<file path="src/rtl/ssd_scan.sv">
// rtl/ssd_scan.sv - four-digit multiplexed seven-segment display scanner
//
// Captures four BCD digits plus per-digit decimal points on request and
// drives a common-anode four-digit display by time multiplexing. A
// prescaler divides the clock so each digit slot lasts DIV cycles; a
// one-cycle blank separates slots so no ghosting shows on the next digit.
//
// Ports:
//   ssd_clk    in   single clock, rising edge
//   ssd_rst_n  in   asynchronous active-low reset
//   ssd_load   in   capture ssd_din/ssd_dpin into the snapshot
//   ssd_din    in   [15:0] four BCD digits, [3:0] = digit0 (rightmost)
//   ssd_dpin   in   [3:0] decimal-point request per digit, active-high
//   ssd_ack    out  high the cycle after a capture edge
//   ssd_an     out  [3:0] anode enables, active-low, bit k = digit k
//   ssd_seg    out  [6:0] segments {g,f,e,d,c,b,a}, active-low
//   ssd_dp     out  decimal point, active-low
//
// Build option: define SSD_LZB_EN for leading-zero blanking of digits 3..1.

module ssd_scan #(
  parameter int DIV = 50000
) (
  input  logic        ssd_clk,
  input  logic        ssd_rst_n,
  input  logic        ssd_load,
  input  logic [15:0] ssd_din,
  input  logic [3:0]  ssd_dpin,
  output logic        ssd_ack,
  output logic [3:0]  ssd_an,
  output logic [6:0]  ssd_seg,
  output logic        ssd_dp
);

  localparam int PW = (DIV > 1) ? $clog2(DIV) : 1;
  localparam logic [PW-1:0] PRESC_LAST = PW'(DIV - 1);

  // State encoding: bit 2 marks the blank cycle, bits 1:0 name the digit
  // that the state shows (or is about to show, for a blank state).
  localparam logic [2:0] SHOW0  = 3'b000;
  localparam logic [2:0] SHOW1  = 3'b001;
  localparam logic [2:0] SHOW2  = 3'b010;
  localparam logic [2:0] SHOW3  = 3'b011;
  localparam logic [2:0] BLANK0 = 3'b100;
  localparam logic [2:0] BLANK1 = 3'b101;
  localparam logic [2:0] BLANK2 = 3'b110;
  localparam logic [2:0] BLANK3 = 3'b111;

  logic [15:0]   din_q,   din_d;
  logic [3:0]    dpin_q,  dpin_d;
  logic          ack_q,   ack_d;
  logic [PW-1:0] presc_q, presc_d;
  logic [2:0]    state_q, state_d;
  logic [3:0]    an_q,    an_d;
  logic [6:0]    seg_q,   seg_d;
  logic          dp_q,    dp_d;

  logic          tick;
  logic [1:0]    digit;
  logic          blank_slot;
  logic [3:0]    cur_nib;
  logic          lzb;

  function automatic logic [6:0] seg_decode(input logic [3:0] v);
    logic [6:0] s;
    case (v)
      4'd0:    s = 7'h40;
      4'd1:    s = 7'h79;
      4'd2:    s = 7'h24;
      4'd3:    s = 7'h30;
      4'd4:    s = 7'h19;
      4'd5:    s = 7'h12;
      4'd6:    s = 7'h02;
      4'd7:    s = 7'h78;
      4'd8:    s = 7'h00;
      4'd9:    s = 7'h10;
      default: s = 7'h3F;  // non-BCD shows a dash
    endcase
    return s;
  endfunction

  // Snapshot and acknowledge
  always_comb begin
    din_d  = din_q;
    dpin_d = dpin_q;
    ack_d  = ssd_load;
    if (ssd_load) begin
      din_d  = ssd_din;
      dpin_d = ssd_dpin;
    end
  end

  // Prescaler: terminal count is the scan tick
  assign tick = (presc_q == PRESC_LAST);

  always_comb begin
    presc_d = presc_q + 1'b1;
    if (tick) begin
      presc_d = '0;
    end
  end

  // Scan FSM. A tick can never land on a blank cycle because the blank
  // follows a tick and DIV >= 2, so blank states leave unconditionally.
  always_comb begin
    state_d = state_q;
    case (state_q)
      SHOW0:   if (tick) state_d = BLANK1;
      SHOW1:   if (tick) state_d = BLANK2;
      SHOW2:   if (tick) state_d = BLANK3;
      SHOW3:   if (tick) state_d = BLANK0;
      BLANK0:  state_d = SHOW0;
      BLANK1:  state_d = SHOW1;
      BLANK2:  state_d = SHOW2;
      BLANK3:  state_d = SHOW3;
      default: state_d = SHOW0;
    endcase
  end

  assign digit      = state_q[1:0];
  assign blank_slot = state_q[2];

  always_comb begin
    cur_nib = 4'd0;
    case (digit)
      2'd0: cur_nib = din_q[3:0];
      2'd1: cur_nib = din_q[7:4];
      2'd2: cur_nib = din_q[11:8];
      2'd3: cur_nib = din_q[15:12];
      default: cur_nib = 4'd0;
    endcase
  end

`ifdef SSD_LZB_EN
  // A digit is a leading zero when it and every digit to its left are zero.
  // Digit0 always shows so a zero value still reads "0".
  logic zero_3;
  logic zero_32;
  logic zero_321;

  assign zero_3   = (din_q[15:12] == 4'd0);
  assign zero_32  = zero_3  && (din_q[11:8] == 4'd0);
  assign zero_321 = zero_32 && (din_q[7:4]  == 4'd0);

  always_comb begin
    lzb = 1'b0;
    case (digit)
      2'd3: lzb = zero_3;
      2'd2: lzb = zero_32;
      2'd1: lzb = zero_321;
      default: lzb = 1'b0;
    endcase
  end
`else
  assign lzb = 1'b0;
`endif

  // Registered display outputs, derived from the current state and snapshot
  always_comb begin
    an_d  = 4'b1111;
    seg_d = 7'h7F;
    dp_d  = 1'b1;
    if (!blank_slot) begin
      an_d  = ~(4'b0001 << digit);
      seg_d = lzb ? 7'h7F : seg_decode(cur_nib);
      dp_d  = ~dpin_q[digit];
    end
  end

  always_ff @(posedge ssd_clk or negedge ssd_rst_n) begin
    if (!ssd_rst_n) begin
      din_q   <= 16'h0000;
      dpin_q  <= 4'h0;
      ack_q   <= 1'b0;
      presc_q <= '0;
      state_q <= SHOW0;
      an_q    <= 4'b1111;
      seg_q   <= 7'h7F;
      dp_q    <= 1'b1;
    end else begin
      din_q   <= din_d;
      dpin_q  <= dpin_d;
      ack_q   <= ack_d;
      presc_q <= presc_d;
      state_q <= state_d;
      an_q    <= an_d;
      seg_q   <= seg_d;
      dp_q    <= dp_d;
    end
  end

  assign ssd_ack = ack_q;
  assign ssd_an  = an_q;
  assign ssd_seg = seg_q;
  assign ssd_dp  = dp_q;

endmodule

</file>
<file path="config.mk">
export PLATFORM = sky130hd
export DESIGN_NAME = ssd_scan
export DESIGN_NICKNAME = d
export VERILOG_FILES = /design/src/rtl/ssd_scan.sv
export SDC_FILE = /design/constraint.sdc
export NUM_CORES = 1
export LEC_CHECK = 0
export BUFFER_PORTS_ARGS = -buffer_cell sky130_fd_sc_hd__buf_2
export CORE_MARGIN = 2
export CORE_UTILIZATION = 45
export DETAILED_ROUTE_END_ITERATION = 10
export MAX_ROUTING_LAYER = met4
export PLACE_DENSITY = 0.65
export SYNTH_ARGS = -nofsm -noshare
export SYNTH_HDL_FRONTEND = slang
export SYNTH_SLANG_ARGS = --single-unit
</file>
<file path="constraint.sdc">
create_clock -name ssd_clk -period 4 [get_ports ssd_clk]
set_clock_uncertainty 0.1 [all_clocks]
set_input_delay 0.4 -clock ssd_clk [delete_from_list [all_inputs] [get_ports ssd_clk]]
set_output_delay 0.4 -clock ssd_clk [all_outputs]
set_load 0.01 [all_outputs]
</file>
Yosys cells after proc, flatten, opt, wreduce, memory -nomap -nowiden
Memories as Yosys holds them, arrays and structs flattened.
Cells that the tools add are included.
{"block": "classes", "add_sub_neg": 1, "mul": 0, "n_div": 0, "magnitude_cmp": 1, "n_eq_ne": 15, "shift": 1, "n_mux": 12, "n_bitwise": 2, "n_reduce_logical": 3}
{"operator": "3-bit one-hot mux with 8 select lines", "count": 1}
{"operator": "16-bit by 1-bit adder with 16-bit output (second input constant)", "count": 1}
{"operator": "16-bit equality test (second input constant)", "count": 1}
{"operator": "16-bit two-way mux", "count": 1}
{"operator": "4-bit one-hot mux with 4 select lines", "count": 1}
{"operator": "3-bit equality test (second input constant)", "count": 4}
{"operator": "3-bit two-way mux", "count": 4}
{"operator": "2-bit != test (second input constant)", "count": 4}
{"operator": "7-bit two-way mux", "count": 1}
{"operator": "3-bit by 2-bit equality test with 1-bit output (second input constant)", "count": 2}
{"operator": "2-bit equality test (second input constant)", "count": 2}
{"operator": "4-bit two-way mux", "count": 1}
{"operator": "4-bit NOT", "count": 1}
{"operator": "4-bit AND reduction", "count": 1}
{"operator": "1-bit by 2-bit << shifter with 4-bit output (first input constant)", "count": 1}
{"operator": "3-bit by 1-bit equality test with 1-bit output (second input constant)", "count": 1}
{"operator": "3-bit logical NOT", "count": 1}
{"operator": "2-bit by 3-bit less-than comparator with 1-bit output (second input constant)", "count": 1}
{"operator": "1-bit binary-select mux with 2-bit select", "count": 1}
{"operator": "2-bit by 1-bit equality test with 1-bit output (second input constant)", "count": 1}
{"operator": "2-bit logical NOT", "count": 1}
{"operator": "1-bit two-way mux", "count": 2}
{"operator": "1-bit NOT", "count": 1}
{"block": "word_totals", "reg_bits": 52, "latch_bits": 0, "mem_bits_rw": 0, "rom_bits": 112, "in_bits": 23, "out_inout_bits": 13, "elab_cells": 44, "n_memories": 1}
{"name": "(name not given)", "depth": 16, "width": 7, "read_ports": 1, "rd_ports_with_merged_regs": 0, "wr": 0, "line_no": "66", "text": "case (v)"}

Depth between registers and ports, before layout
{"block": "logic_depth", "word_depth": 4, "depth_mapped": 7, "mapped_depth_nobuf": 6}

Worst setup path before layout
No wires, ideal clock.
{"block": "synth_path", "path_type": "flip-flop to flip-flop", "from": "reg state_q[0]", "to": "reg seg_q[2], in the netlist ssd_seg[2]", "setup_time_ns": 0.083, "t_arrival_ns": 1.667, "required_time_ns": 3.817, "path_slack_ns": 2.149, "stages_incl_launch_ff": 5, "path_buffers": 1, "period_less_slack_ns": 1.851, "cell_sequence": "dfrtp_1 > buf_6 > mux4_2 > or2_4 > a221o_1"}
{"block": "synth_between", "elab_chain_cells": 4, "elab_cells_between_ends": 7, "cone_classes": "eq/ne: 3; mux: 2; reduce/logical: 1; memory: 1"}
{"item": "from (decl)", "line_no": "53", "text": "logic [2:0] state_q, state_d;"}
{"item": "from (signal assigned)", "line_no": "185", "text": "state_q <= state_d;"}
{"item": "2-bit equality test (tied with other cells)", "line_no": "125", "text": "case (digit)"}
{"item": "4-bit one-hot mux with 4 select lines (*)", "line_no": "125"}
{"item": "memory 16 x 7 bit (*)"}
{"item": "7-bit two-way mux (*)", "line_no": "163", "text": "if (!blank_slot) begin"}
{"item": "named net seg_d[2]", "line_no": "55", "text": "logic [6:0] seg_q, seg_d;"}
{"item": "to (signal assigned)", "line_no": "187", "text": "seg_q <= seg_d;"}
{"item": "to (decl)", "line_no": "55"}
Mark *: on every way through the listed nets, which the timed path passes. The rest lies on a longest branch.
A chain may end at the register's enable or synchronous reset.

Worst setup path in the final report
{"block": "layout_path", "from": "reg state_q[0]", "to": "reg seg_q[1], in the netlist ssd_seg[1]"}
Same word-level chain as after synthesis.

==> impl_metrics.env <==
export IMPL_grtUsageMet1_pct=21.5
export IMPL_num_io_pins=36
export IMPL_avgRoutedWirePerCell_um=14.6
export IMPL_peakVddDrop_mv=0.190
export IMPL_syn_nets=199
export IMPL_outcome="finished, final reports clean"
export IMPL_vias=1454
export IMPL_die_w_um=75
export IMPL_leakage_nw=1.16
export IMPL_grt_pass1_vias=1500
export IMPL_crit_path_cell_trace="mux4_1, inv_1, ha_1, o22ai_1, nand2b_1"
export IMPL_ctsHoldBuffers=0
export IMPL_netlist_area_um2=2270
export IMPL_drc=0
export IMPL_seq_area_frac_synth_pct=58.0
export IMPL_post_route_cell_area_um2=2590
export IMPL_finalWeightedCongestion=0.821
export IMPL_synth_edf_count=0
export IMPL_fillerInstances=409
export IMPL_postRouteAntennaNets=0
export IMPL_critPathRequiredTime_ps=4130
export IMPL_wirelength_mm=4.03
export IMPL_hold_class="input port to async pin"
export IMPL_cts_root_buf="clkbuf_8"
export IMPL_setup_violations=0
export IMPL_multi_input_area_um2=902
export IMPL_cts_setup_buffers=0
export IMPL_rsz0062_at_grt="no"
export IMPL_die_area_um2=5630
export IMPL_cp_arrival_ps=2240
export IMPL_fmax_ghz=0.475
export IMPL_gr_usage_met2_pct=24.7
export IMPL_powerDensity_nw_per_um2=383
export IMPL_insertion_delay_ps=300
export IMPL_cts_tree="yes"
export IMPL_hpwl_mm=2.90
export IMPL_syn_avg_cell_area_um2=13.2
export IMPL_clock_sink_count=52
export IMPL_port_buffers=35
export IMPL_slowest_stage="mux4_1"
export IMPL_postSynth_asyncResetShare_pct=100
export IMPL_overflow=0
export IMPL_crit_path_end_kind="flop"
export IMPL_dpl_instance_area_um2=2500
export IMPL_post_cts_resized=0
export IMPL_synth_seq_cells=52
export IMPL_antenna_found_initial=0
export IMPL_via_per_inst=5.27
export IMPL_grt_busiest_layer="met2"
export IMPL_layout_area_seq_um2=1320
export IMPL_grt_pass1_wl_mm=6.73
export IMPL_die_y_um=75
export IMPL_cp_max_fo=11
export IMPL_clk_pin_slew_ps=80
export IMPL_dr_pass1_iters=6
export IMPL_drv_cap=0
export IMPL_final_nets=235
export IMPL_grt_max_degree=53
export IMPL_area_growth_pct=14.2
export IMPL_diodes=0
export IMPL_drtIter0Drc=84
export IMPL_slew_viol_final=0
export IMPL_period_share_pct=52.6
export IMPL_start_util_pct=47.4
export IMPL_fin_setup_tns_ps=0
export IMPL_cts_made_buffers=5
export IMPL_grt_usage_pct=16.4
export IMPL_hold_viol_final=0
export IMPL_synthCells=172
export IMPL_timing_worst_slew_pin_value_ps=641
export IMPL_relSlewSlack_pct=57.2
export IMPL_synth_flop_cell="dfrtp_1"
export IMPL_ys_warn_count=0
export IMPL_ctsHtreeMaxLevel=2
export IMPL_cpPeakStageDelay_ps=710
export IMPL_crit_type="flop to flop"
export IMPL_timing_final_crit_period_ps=2100
export IMPL_cts_buffer_depth=2
export IMPL_std_cell_rows=25
export IMPL_grt_util_met3_pct=4.02
export IMPL_drive_gt1_share_pct=38.8
export IMPL_cp_start_kind="flop"
export IMPL_core_area_um2=4790
export IMPL_yosys_cell_types_count=36
state kept, by name, summed over array words and instances, names as in the netlist:
name	flops
ssd_an	4
dpin_q	4
presc_q	16
state_q	3
din_q	16
ssd_seg	7
ssd_ack	1
ssd_dp	1
cell usage after synthesis, types with 4 or more instances:
cell type | n | area (um2)
nor2_1 | 12 | 45.0
nand3_1 | 6 | 30.0
clkbuf_1 | 5 | 18.8
dfrtp_1 | 40 | 1000
dfstp_2 | 12 | 315
mux2_2 | 20 | 225
ha_1 | 4 | 50.1
nand4_1 | 4 | 25.0
xnor2_1 | 5 | 43.8
nand2b_1 | 5 | 31.3
nand2_1 | 7 | 26.3
xor2_1 | 9 | 78.8
inv_1 | 4 | 15.0
kinds of logic (layout without fill, tap and decap cells):
logic type               Yosys count  after routing  synth area share [%]
AO/OA/AOI/OAI                     12             12                  3.36
XOR/XNOR                          14             14                  5.41
adder cells (fa/ha/maj)            4              4                  2.21
buffers and inverters             11             48                  2.21
flip-flops                        52             52                  58.0
multiplexers                      25             25                  15.2
AND/OR/NAND/NOR                   54             54                  13.6
routing by layer:
metal / up-vias / share of wire [%]
met5: - / 0
met4: 0 / 0.99
met3: 5 / 4.5
met2: 39 / 48
met1: 728 / 47
li1: 682 / -
through the flow:
stage / hold slack (ps) / std cells / setup WS (ps) / power, W / util, %
6_report: 104 / 276 / 1900 / 0.000991 / 54.1
5_1_grt: 163 / 276 / 1740 / 0.00104 / 54.1
4_1_cts: 126 / 276 / 1890 / 0.00100 / 54.1
3_5_place_dp: 379 / 268 / 1910 / 0.000703 / 52.2
3_3_place_gp: 360 / 268 / 2010 / 0.000697 / 52.2
2_1_floorplan: 4.41 / 172 / 2150 / 0.000653 / -
layout by cell type, fill, tap and decap left out:
cell type / n
dfrtp_1: 40
buf_2: 35
mux2_2: 20
nor2_1: 12
dfstp_2: 12
xor2_1: 9
nand2_1: 7
nand3_1: 6
clkbuf_8: 6
nand2b_1: 5
xnor2_1: 5
inv_1: 4
nand4_1: 4
ha_1: 4
mux4_2: 3
nor2b_1: 3
o21ai_0: 3
and3_1: 3
a21oi_1: 3
or3_1: 2
mux4_1: 2
o22ai_1: 2
nor4bb_1: 2
and4_1: 2
nand3b_1: 2
clkbuf_1: 2
or3b_2: 1
or2_4: 1
and2_2: 1
o32ai_1: 1
a211oi_1: 1
a221o_1: 1
nor4b_1: 1
or2_2: 1
o31ai_1: 1
or4_1: 1
buf_4: 1
worst max-delay path, delay by kind of cell, from the launching register on:
family | cells | cell delay [ps]
AND/OR/NAND/NOR | 1 | 70
buffers and inverters | 1 | 140
adder cells (fa/ha/maj) | 1 | 250
multiplexers | 1 | 710
AO/OA/AOI/OAI | 1 | 170
flip-flops | 1 | 590
power by group:
group	switching [W]	internal, W	total, W	leakage (nW)
logic	0.0000551	0.0000549	0.000110	0.496
clock network	0.000158	0.000141	0.000299	0.0455
registers	0.0000150	0.000567	0.000582	0.622
total	0.000228	0.000763	0.000991	1.16
cell type report:
type | count | share of cell area (%)
multi-input combinational | 109 | 34.8
tap | 67 | 3.24
timing repair buffer | 36 | 7.05
clock buffer | 8 | 3.48
inverter | 4 | 0.580
sequential | 52 | 50.8
final timing paths:
| path | startpoint | to | slack, ps | depth (start not counted) |
|---|---|---|---|---|
| max in group asynchronous | ssd_rst_n | din_q[13]$_DFFE_PN0P_ | 3260 | 2 |
| worst min register to register | presc_q[0]$_DFF_PN0_ | presc_q[0]$_DFF_PN0_ | 390 | 1 |
| worst max-delay path | state_q[0]$_DFFE_PN0P_ | ssd_seg[1]$_DFF_PN1_ | 1900 | 5 |
| worst max register to register | state_q[0]$_DFFE_PN0P_ | ssd_seg[1]$_DFF_PN1_ | 1900 | 5 |
| worst min-delay path | ssd_rst_n | din_q[1]$_DFFE_PN0P_ | 100 | 2 |
| min in group ssd_clk | ssd_din[4] | din_q[4]$_DFFE_PN0P_ | 230 | 2 |
Note: power is estimated with default switching activity, not from simulation.
